`src/rtl/rf_move_pkg.sv`:
```
// Shared types and helpers for the register-file move sequencer and its command FIFO.
package rf_move_pkg;

  localparam int CMD_ADDR_W = 10;
  localparam int CMD_LEN_W  = 12;

  typedef enum logic [1:0] {
    IDLE,
    ISSUE,
    WAIT_ACK,
    WAIT_DONE
  } seq_state_t;

  typedef struct packed {
    logic [CMD_ADDR_W-1:0] src;
    logic [CMD_ADDR_W-1:0] dst;
    logic [CMD_LEN_W-1:0]  len;
  } move_cmd_t;

  function automatic int unsigned max_chunk(input int unsigned line_num_w);
    return (32'd1 << line_num_w) - 32'd1;
  endfunction

endpackage

```
`src/rtl/rf_cmd_fifo.sv`:
```
// Synchronous FIFO of move commands; pushes while full and pops while empty are ignored.
module rf_cmd_fifo
  import rf_move_pkg::*;
#(
  parameter int DEPTH = 4
) (
  input  logic      clk,
  input  logic      rst,
  input  logic      push,
  input  move_cmd_t wr_data,
  input  logic      pop,
  output move_cmd_t rd_data,
  output logic      full,
  output logic      empty
);

  localparam int PTR_W = $clog2(DEPTH);

  move_cmd_t        mem [DEPTH];
  logic [PTR_W-1:0] wr_ptr;
  logic [PTR_W-1:0] rd_ptr;
  logic [PTR_W:0]   count;
  logic             do_push;
  logic             do_pop;

  assign do_push = push && !full;
  assign do_pop  = pop && !empty;
  assign full    = (count == (PTR_W+1)'(DEPTH));
  assign empty   = (count == '0);
  assign rd_data = mem[rd_ptr];

  // Pointers wrap naturally because DEPTH is a power of two.
  always_ff @(posedge clk or posedge rst) begin
    if (rst) begin
      wr_ptr <= '0;
      rd_ptr <= '0;
      count  <= '0;
    end else begin
      if (do_push) wr_ptr <= wr_ptr + 1'b1;
      if (do_pop)  rd_ptr <= rd_ptr + 1'b1;
      case ({do_push, do_pop})
        2'b10:   count <= count + 1'b1;
        2'b01:   count <= count - 1'b1;
        default: count <= count;
      endcase
    end
  end

  always_ff @(posedge clk) begin
    if (do_push) mem[wr_ptr] <= wr_data;
  end

endmodule

```
`src/rtl/rf_move_sequencer.sv`:
```
// Queues move commands and feeds them to the move engine in chunks the engine's
// line-count field can express, one start pulse per chunk.
module rf_move_sequencer
  import rf_move_pkg::*;
#(
  parameter int ADDR_W     = CMD_ADDR_W,
  parameter int LINE_NUM_W = 8,
  parameter int LEN_W      = CMD_LEN_W,
  parameter int DEPTH      = 4
) (
  input  logic                  clk,
  input  logic                  rst,
  input  logic                  cmd_valid,
  output logic                  cmd_ready,
  input  logic [ADDR_W-1:0]     cmd_src_addr,
  input  logic [ADDR_W-1:0]     cmd_dst_addr,
  input  logic [LEN_W-1:0]      cmd_len,
  output logic                  mv_start,
  output logic [ADDR_W-1:0]     mv_src_addr,
  output logic [ADDR_W-1:0]     mv_dst_addr,
  output logic [LINE_NUM_W-1:0] mv_line_num,
  input  logic                  mv_done,
  output logic                  cmd_done,
  output logic                  busy,
  output logic                  err_zero_len,
  input  logic                  err_clr
);

  localparam logic [LINE_NUM_W-1:0] MAX_CHUNK = LINE_NUM_W'(max_chunk(LINE_NUM_W));

  function automatic logic [LINE_NUM_W-1:0] clamp_chunk(input logic [LEN_W-1:0] len);
    if (len > LEN_W'(MAX_CHUNK)) return MAX_CHUNK;
    return len[LINE_NUM_W-1:0];
  endfunction

  seq_state_t            state, state_next;
  logic [ADDR_W-1:0]     cur_src, cur_dst, next_src, next_dst;
  logic [LEN_W-1:0]      remaining, next_rem;
  logic [LINE_NUM_W-1:0] chunk;
  move_cmd_t             wr_cmd, head;
  logic                  full, empty, push, pop, set_err;

  assign wr_cmd    = '{src: cmd_src_addr, dst: cmd_dst_addr, len: cmd_len};
  assign cmd_ready = !full;
  assign push      = cmd_valid && cmd_ready;
  assign mv_start  = (state == ISSUE);
  assign busy      = (state != IDLE) || !empty;

  rf_cmd_fifo #(.DEPTH(DEPTH)) u_fifo (
    .clk     (clk),
    .rst     (rst),
    .push    (push),
    .wr_data (wr_cmd),
    .pop     (pop),
    .rd_data (head),
    .full    (full),
    .empty   (empty)
  );

  always_ff @(posedge clk or posedge rst) begin
    if (rst) state <= IDLE;
    else     state <= state_next;
  end

  always_comb begin
    state_next = state;
    pop        = 1'b0;
    cmd_done   = 1'b0;
    set_err    = 1'b0;
    next_src   = cur_src + ADDR_W'(chunk);
    next_dst   = cur_dst + ADDR_W'(chunk);
    next_rem   = remaining - LEN_W'(chunk);
    case (state)
      IDLE: begin
        if (!empty && mv_done) begin
          pop = 1'b1;
          if (head.len == '0) set_err    = 1'b1;
          else                state_next = ISSUE;
        end
      end
      ISSUE:    state_next = WAIT_ACK;
      // The engine drops mv_done only after seeing the start, so skip one cycle.
      WAIT_ACK: state_next = WAIT_DONE;
      WAIT_DONE: begin
        if (mv_done) begin
          if (next_rem == '0) begin
            cmd_done   = 1'b1;
            state_next = IDLE;
          end else begin
            state_next = ISSUE;
          end
        end
      end
      default: state_next = IDLE;
    endcase
  end

  always_ff @(posedge clk or posedge rst) begin
    if (rst) begin
      cur_src      <= '0;
      cur_dst      <= '0;
      remaining    <= '0;
      chunk        <= '0;
      mv_src_addr  <= '0;
      mv_dst_addr  <= '0;
      mv_line_num  <= '0;
      err_zero_len <= 1'b0;
    end else begin
      if (pop) begin
        cur_src   <= head.src;
        cur_dst   <= head.dst;
        remaining <= head.len;
        chunk     <= clamp_chunk(head.len);
      end else if (state == WAIT_DONE && mv_done) begin
        cur_src   <= next_src;
        cur_dst   <= next_dst;
        remaining <= next_rem;
        chunk     <= clamp_chunk(next_rem);
      end
      // Engine-facing outputs change only when a new chunk is about to issue.
      if (state_next == ISSUE) begin
        mv_src_addr <= pop ? head.src : next_src;
        mv_dst_addr <= pop ? head.dst : next_dst;
        mv_line_num <= pop ? clamp_chunk(head.len) : clamp_chunk(next_rem);
      end
      if (set_err)      err_zero_len <= 1'b1;
      else if (err_clr) err_zero_len <= 1'b0;
    end
  end

endmodule

```
`config.mk`:
```
export PLATFORM = sky130hd
export DESIGN_NAME = rf_move_sequencer
export DESIGN_NICKNAME = d
export VERILOG_FILES = /design/src/rtl/rf_move_pkg.sv /design/src/rtl/rf_cmd_fifo.sv /design/src/rtl/rf_move_sequencer.sv
export SDC_FILE = /design/constraint.sdc
export NUM_CORES = 1
export LEC_CHECK = 0
export ABC_AREA = 1
export CAP_MARGIN = 20
export CORE_UTILIZATION = 59
export DETAILED_ROUTE_END_ITERATION = 12
export PLACE_DENSITY_LB_ADDON = 0.12
export SYNTH_ARGS = -nofsm -noshare
export SYNTH_HDL_FRONTEND = slang
export SYNTH_SLANG_ARGS = --single-unit
```
`constraint.sdc`:
```
create_clock -name clk -period 3.1 [get_ports clk]
set_input_delay 0.465 -clock clk [delete_from_list [all_inputs] [get_ports clk]]
set_output_delay 0.465 -clock clk [all_outputs]
set_load 0.02 [all_outputs]
```
==> results of run 1 <==
layout make-up:
cell class	instances	area, µm²	area share
clock buffer	31	634	0.0555
clock inverter	9	148	0.0129
inverter	72	272	0.0238
multi-input combinational	672	3390	0.297
sequential	206	5800	0.507
tap	216	270	0.0237
timing repair buffer	97	911	0.0797
cells in the mapped netlist, types with 14 or more instances:
| master | instances |
|---|---|
| nand2_1 | 260 |
| nand3_1 | 59 |
| inv_1 | 70 |
| ha_1 | 29 |
| o22ai_1 | 19 |
| nor2_1 | 118 |
| clkbuf_1 | 17 |
| edfxtp_1 | 128 |
| buf_2 | 14 |
| dfrtp_1 | 78 |
| a21oi_1 | 26 |
| o21ai_0 | 96 |
worst max-delay path by stage:
stage / from / endpoint / slack (ns) / cells after the start
floorplan: u_fifo.count[0] / u_fifo.mem[0][0] / 0.44 / 4
global placement: remaining[0] / cmd_done / 0.14 / 14
detailed placement: remaining[0] / cmd_done / 0.1 / 14
CTS: remaining[0] / cmd_done / 0.07 / 14
global route: chunk[5] / cmd_done / 0.006 / 13
finish: remaining[0] / cmd_done / 0.14 / 14
power by group through the flow:
stage,combinational [mW],sequential (mW),clock [mW]
after floorplan,4.39,4.41,0
after global placement,6.39,4.29,0
after detailed placement,6.49,4.30,0
after CTS,6.56,4.26,2.78
after global routing,7.49,4.35,2.89
final,6.69,4.26,2.75
per-layer routing:
layer,track usage,part of all wire
met5,0,0
met4,0.0725,0.020
met3,0.0483,0.055
met2,0.441,0.48
met1,0.380,0.45
sequential cells by signal (all words and copies together), names as in the netlist:
name and count:
cur_src 10, err_zero_len 1, state 2, u_fifo.wr_ptr 2, remaining 12, chunk 8
mv_dst_addr 10, u_fifo.mem 128, u_fifo.count 3, mv_src_addr 10, mv_line_num 8, cur_dst 10
u_fifo.rd_ptr 2
cell families (layout without fill, tap and decap cells):
| family | count (synthesis) | in the layout | share of synthesized area |
|---|---|---|---|
| and+or+nand+nor | 450 | 450 | 0.188 |
| muxes | 1 | 1 | 0.00117 |
| adders and majority gates | 33 | 33 | 0.0461 |
| AOI/OAI and AO/OA | 173 | 173 | 0.100 |
| buffers and inverters | 113 | 209 | 0.0477 |
| DFF | 206 | 206 | 0.604 |
| xor gates and xnor gates | 15 | 15 | 0.0137 |
layout by cell type (no fill, tap or decap), types with 3 or more instances in the layout:
| cell | instances |
|---|---|
| nand2_1 | 259 |
| edfxtp_1 | 128 |
| nor2_1 | 111 |
| o21ai_0 | 96 |
| dfrtp_1 | 77 |
| inv_1 | 68 |
| clkdlybuf4s50_1 | 68 |
| nand3_1 | 57 |
| ha_1 | 28 |
| buf_4 | 28 |
| a21oi_1 | 25 |
| clkbuf_16 | 22 |
| o22ai_1 | 19 |
| xor2_1 | 13 |
| o22a_1 | 10 |
| a31oi_1 | 9 |
| o21ai_1 | 7 |
| nand4_1 | 6 |
| nor2_2 | 6 |
| clkinv_2 | 5 |
| clkbuf_8 | 5 |
| clkbuf_1 | 4 |
| inv_2 | 3 |
| nand3b_1 | 3 |
| o221ai_1 | 3 |
| fa_1 | 3 |
| bufinv_16 | 3 |
through the flow:
step | worst slack [ns] | cells | area [µm²] | hold WS, ns | util
after CTS | 0.0738 | 1298 | 11400 | 0.400 | 0.715
final | 0.144 | 1303 | 11400 | 0.377 | 0.719
after floorplan | 0.437 | 991 | 9600 | 0.453 | -
after global routing | 0.00565 | 1303 | 11400 | 0.454 | 0.719
after global placement | 0.137 | 1258 | 10600 | 0.454 | 0.666
after detailed placement | 0.0991 | 1258 | 10600 | 0.457 | 0.666
worst max-delay path, cell delays in order, from the launching register on:
cell	delay, ns
dfrtp_1	0.34
inv_1	0.04
ha_1	0.20
inv_2	0.07
fa_2	0.44
inv_1	0.06
nand4_1	0.06
nor2_1	0.09
nand3_1	0.08
nor2_1	0.08
nand3_1	0.08
nor2_1	0.10
nand3_1	0.09
nor2_1	0.10
buf_4	0.14
repair_timing:
action,in CTS,in global routing
endpoints found under the hold margin,0,0
pin swaps,0,1
hold buffers,0,0
resized for setup,7,7
endpoints found under the setup margin,1,1
setup buffers,0,5
==> qor.json, run 1 <==
{
  "fp.dieH_um": 130,
  "vdd_drop_max_mv": 0.615,
  "ff2ff_path_depth": 14,
  "postSynth.asyncResetShare": 0.379,
  "syn_avg_cell_area_um2": 9.69,
  "cts.sink_count": 206,
  "grt_antenna_before_repair": 1,
  "vias_per_cell": 5.54,
  "final-max-slew-violation-count": 0,
  "synth_cell_type_count": 32,
  "synth_cells": 991,
  "worst_skew_pair.late_latency_ns": 0.52,
  "clk_root_buffer_cell": "clkbuf_16",
  "placeableCoreArea_um2": 15900,
  "worstSetupStartpointType": "register",
  "synth.largest_area_cell": "edfxtp_1",
  "place.gp.congestion": 0.942,
  "power_frac_comb": 0.488,
  "cts_tree": "done",
  "worstPathMaxFanout": 2,
  "post-dp-hpwl_mm": 14.2,
  "global_route_wire_length_before_repair_mm": 34.5,
  "antenna-diode-count": 0,
  "ios": 70,
  "final.min_clock_period_ns": 2.96,
  "reg2reg_to": "chunk[7]",
  "power.clock.fraction": 0.201,
  "layout_cell_share_with_drive_strength_beyond_1": 0.0791,
  "slew-limit-headroom": 0.514,
  "worst_clock_skew_ns": 0.00854,
  "clock_tree.htree_level_count": 1,
  "grt_overflow_total": 0,
  "maxCapViolCount": 0,
  "sequential_fraction_of_design_power": 0.311,
  "final.fill_count": 1211,
  "critical_path.endpoint_type": "output pin",
  "rsz_0062_raised_after_global_routing": "false",
  "finalHoldViolations": 0,
  "input_output_buffers": 69,
  "static-leakage-power_nw": 4.81,
  "worstPathArrival_ns": 2.49,
  "areaGrowthSynthToFinish_pct": 19.0,
  "critical_path_class": "reg2out",
  "postRouteWirelength_mm": 21.9,
  "yosysWarnings": 0,
  "grt_use_total": 0.272,
  "layout.nets": 1141,
  "drcViolationCount": 0,
  "cellPowerDensity_nw_per_um2": 1200,
  "yosysSeqAreaShare": 0.604,
  "design.die.area_um2": 16800,
  "postSynthNetCount": 1061,
  "number_of_flops_mapped_to_enable_cells_by_yosys": 128,
  "p_sw_mw": 5.82,
  "crit-reg2reg-launch": "chunk[2]",
  "outcome": "finished clean",
  "initial_core_util": 0.604,
  "r2r_slack_ns": 0.56,
  "power_report.internal_total_mw": 7.89,
  "area_share_of_the_leading_cell_type_in_the_synthesized_netlist": 0.400,
  "clkSlewWorstSetupHoldPaths_ns": 0.06,
  "yosys_most_used_dff": "edfxtp_1",
  "number_of_standard_cell_rows_in_the_floorplan": 46,
  "drtAntennaViolNets": 0,
  "1st_pass_router_iterations": 5,
  "post_synth_main_area_contributors": "edfxtp_1 40%, dfrtp_1 20%, nand2_1 10%",
  "numCtsBuffers": 22,
  "sw_frac_of_total": 0.424,
  "synth.cell_area_um2": 9600,
  "dr_total_vias": 7225,
  "totalPowerFinal_mw": 13.7,
  "max_fclk_mhz": 338,
  "initialDrtViolationCount": 479,
  "worst_ep_required_time_ns": 2.63,
  "first_global_vias": 6630,
  "worst_pin_slew_ns": 0.728,
  "postSynthRegisterBits": 206,
  "detail_route.wl_per_cell_um": 16.8,
  "layout_worst_path_cycle_share": 0.954,
  "max-clock-path-buffers": 3,
  "die_w_um": 130,
  "timing.setup.tns_ns": 0,
  "path_type_of_the_worst_min_delay_path": "in2async",
  "timing.final.setup_violations": 0,
  "grt_start_max_net_pins": 41
}
Power figures use the tool's default switching activity.
==> run 2, diff against run 1 <==
--- a/config.mk
+++ b/config.mk
@@ -7,7 +7,9 @@
 export LEC_CHECK = 0
 export ABC_AREA = 1
 export CAP_MARGIN = 20
-export CORE_UTILIZATION = 59
+export CELL_PAD_IN_SITES_DETAIL_PLACEMENT = 0
+export CELL_PAD_IN_SITES_GLOBAL_PLACEMENT = 1
+export CORE_UTILIZATION = 46
 export DETAILED_ROUTE_END_ITERATION = 12
 export PLACE_DENSITY_LB_ADDON = 0.12
 export SYNTH_ARGS = -nofsm -noshare
==> qor.json, run 2 (synthesized netlist as in run 1, its figures left out) <==
{
  "grt_start_max_net_pins": {"value": 51, "change": "+24%"},
  "biggestRegsByFlops": "u_fifo.mem x128, remaining x12",
  "antenna-diode-count": {"value": 0, "change": "unchanged"},
  "critical_path_class": "reg2out",
  "first_global_vias": {"value": 6692, "change": "+0.94%"},
  "grt_overflow_total": {"value": 0, "change": "unchanged"},
  "post-dp-hpwl": {"value": 15.1, "unit": "mm", "change": "+6.2%"},
  "crit_path_max_incr_delay": {"value": 0.37, "unit": "ns", "change": "-0.07 ns"},
  "global_route_wire_length_before_repair": {"value": 35.9, "unit": "mm", "change": "+3.8%"},
  "crit_path_top_delay_cell": "dfrtp_1",
  "layout_commonest_cell": "nand2_1",
  "cellPowerDensity": {"value": 1200, "unit": "nW/µm²", "change": "-0.36%"},
  "worstPathArrival": {"value": 2.51, "unit": "ns", "change": "+0.02 ns"},
  "numCtsBuffers": {"value": 23, "change": "+4.5%"},
  "finalCoreUtilization": {"value": 0.563, "change": "-0.156"},
  "largest_register_ff_count": {"value": 128, "change": "unchanged"},
  "cts_setup_buffers": {"value": 0, "change": "unchanged"},
  "initialDrtViolationCount": {"value": 482, "change": "+0.63%"},
  "detail_route.wl_per_cell": {"value": 16.6, "unit": "µm", "change": "-1.6%"},
  "vias_per_cell": {"value": 5.16, "change": "-7.0%"},
  "timing.final.ws_setup": {"value": 0.122, "unit": "ns", "change": "-0.0222 ns"},
  "max_fclk": {"value": 336, "unit": "MHz", "change": "-0.75%"},
  "postRouteWirelength": {"value": 22.4, "unit": "mm", "change": "+2.3%"},
  "placement.setup.worst_slack": {"value": 0.0903, "unit": "ns", "change": "-0.00884 ns"},
  "timing.setup.tns": {"value": 0, "unit": "ns", "change": "unchanged"},
  "fp.dieH": {"value": 146, "unit": "µm", "change": "+13%"},
  "place_area": {"value": 10700, "unit": "µm²", "change": "+0.92%"},
  "most-common-layout-cells": "260 x nand2_1, 128 x edfxtp_1, 111 x nor2_1",
  "outcome": "finished clean",
  "static-leakage-power": {"value": 4.79, "unit": "nW", "change": "-0.44%"},
  "worstPathMaxFanout": {"value": 4, "change": "+2"},
  "grt_antenna_before_repair": {"value": 0, "change": "-1"},
  "layout.nets": {"value": 1139, "change": "-0.18%"},
  "final-max-slew-violation-count": {"value": 0, "change": "unchanged"},
  "timing.final.setup_violations": {"value": 0, "change": "unchanged"},
  "clock_tree.htree_level_count": {"value": 1, "change": "unchanged"},
  "dr_total_vias": {"value": 6987, "change": "-3.3%"},
  "die_w": {"value": 146, "unit": "µm", "change": "+13%"},
  "slew-limit-headroom": {"value": 0.644, "change": "+0.130"},
  "layout_worst_path_cycle_share": {"value": 0.961, "change": "+0.00718"},
  "place.gp.congestion": {"value": 0.878, "change": "-6.9%"},
  "path_type_of_the_worst_min_delay_path": "in2async",
  "grt_use_total": {"value": 0.214, "change": "-0.0573"},
  "worst_ep_required_time": {"value": 2.63, "unit": "ns", "change": "about the same"},
  "number_of_standard_cell_rows_in_the_floorplan": {"value": 52, "change": "+13%"},
  "clkSlewWorstSetupHoldPaths": {"value": 0.06, "unit": "ns", "change": "about the same"},
  "cts_tree": "done",
  "path_cells": "inv_1 -> ha_1 -> inv_2 -> fa_2 -> nand2_1 -> nand2_1 -> nand3_1 -> nand3b_1 -> nand2_1 -> nand3_1 -> nor2_1 -> nand3_1 -> nor2_1 -> buf_4",
  "ios": {"value": 70, "change": "unchanged"},
  "drtAntennaViolNets": {"value": 0, "change": "unchanged"},
  "final.hold.worst_slack": {"value": 0.297, "unit": "ns", "change": "-0.0803 ns"},
  "final.fill_count": {"value": 1773, "change": "+46%"},
  "worst_pin_slew": {"value": 0.533, "unit": "ns", "change": "-0.195 ns"},
  "rsz_0062_raised_after_global_routing": "true",
  "critical_path.endpoint_type": "output pin",
  "final.min_clock_period": {"value": 2.98, "unit": "ns", "change": "+0.0222 ns"},
  "placeableCoreArea": {"value": 20400, "unit": "µm²", "change": "+28%"},
  "top_register": "u_fifo.mem",
  "vdd_drop_max": {"value": 0.556, "unit": "mV", "change": "-9.5%"},
  "final_design_area_no_fill": {"value": 11500, "unit": "µm²", "change": "+0.37%"},
  "drcViolationCount": {"value": 0, "change": "unchanged"},
  "worst_clock_skew": {"value": 0.00930, "unit": "ns", "change": "+0.000764 ns"},
  "worst_skew_pair.late_latency": {"value": 0.51, "unit": "ns", "change": "about the same"},
  "worstSetupStartpointType": "register",
  "maxCapViolCount": {"value": 0, "change": "unchanged"},
  "initial_core_util": {"value": 0.471, "change": "-0.133"},
  "finalHoldViolations": {"value": 0, "change": "unchanged"},
  "cts.sink_count": {"value": 206, "change": "unchanged"},
  "layout_cell_share_with_drive_strength_beyond_1": {"value": 0.0719, "change": "-0.00723"},
  "max-clock-path-buffers": {"value": 3, "change": "unchanged"},
  "1st_pass_router_iterations": {"value": 5, "change": "unchanged"},
  "design.die.area": {"value": 21500, "unit": "µm²", "change": "+28%"},
  "input_output_buffers": {"value": 69, "change": "unchanged"},
  "areaGrowthSynthToFinish_pct": 19.4,
  "clk_root_buffer_cell": "clkbuf_16"
}
[run 2: area by class of cell]
cell class              count  area, µm²  area share
well taps                 270        338      0.0295
clock buffers              27        591      0.0515
repair buffers             94        901      0.0786
clock inverters            14        189      0.0165
multi-input cells         672       3380       0.295
flip-flops and latches    206       5800       0.506
inverters                  72        272      0.0237
[run 2: per-stage QoR]
stage	power (mW)	instances
floorplan	8.80	991
global placement	10.9	1314
detailed placement	10.9	1314
CTS	13.8	1355
global route	14.8	1355
finish	13.7	1355
[run 2: routing by layer]
metal  track usage  vias to the layer above  wire length, µm
met1         0.309                     3312            10700
met3        0.0278                       22              935
li1              -                     3508                -
met2         0.350                      145            10500
met5             0                        -                0
met4        0.0375                        0              265
[run 2: critical path, delay by kind of cell, from the launching register on]
kind | cells | cell delay, ns
and+or+nand+nor | 9 | 0.86
DFF | 1 | 0.37
adders and majority gates | 2 | 0.52
buffers and inverters | 3 | 0.24
[run 2: what timing repair did]
item | 4_1_cts | 5_1_grt
endpoints found under the setup margin | 1 | 1
endpoints found under the hold margin | 0 | 0
hold buffers | 0 | 0
resized for setup | 5 | 5
[run 2: report_power, final]
group / switching (mW) / internal [mW]
logic: 4.34 / 2.37
clock network: 1.08 / 1.71
registers: 0.388 / 3.82
[run 2: path summary, 6_finish.rpt]
check | from | end | slack [ns] | cells after the start
max | remaining[0] | cmd_done | 0.12 | 14
min | rst | mv_dst_addr[8] | 0.30 | 2
max reg2reg | remaining[0] | mv_line_num[1] | 0.56 | 17
min reg2reg | mv_dst_addr[7] | mv_dst_addr[7] | 0.47 | 2
max in group asynchronous | rst | u_fifo.rd_ptr[0] | 2.14 | 3
min in group clk | mv_dst_addr[7] | mv_dst_addr[7] | 0.47 | 2
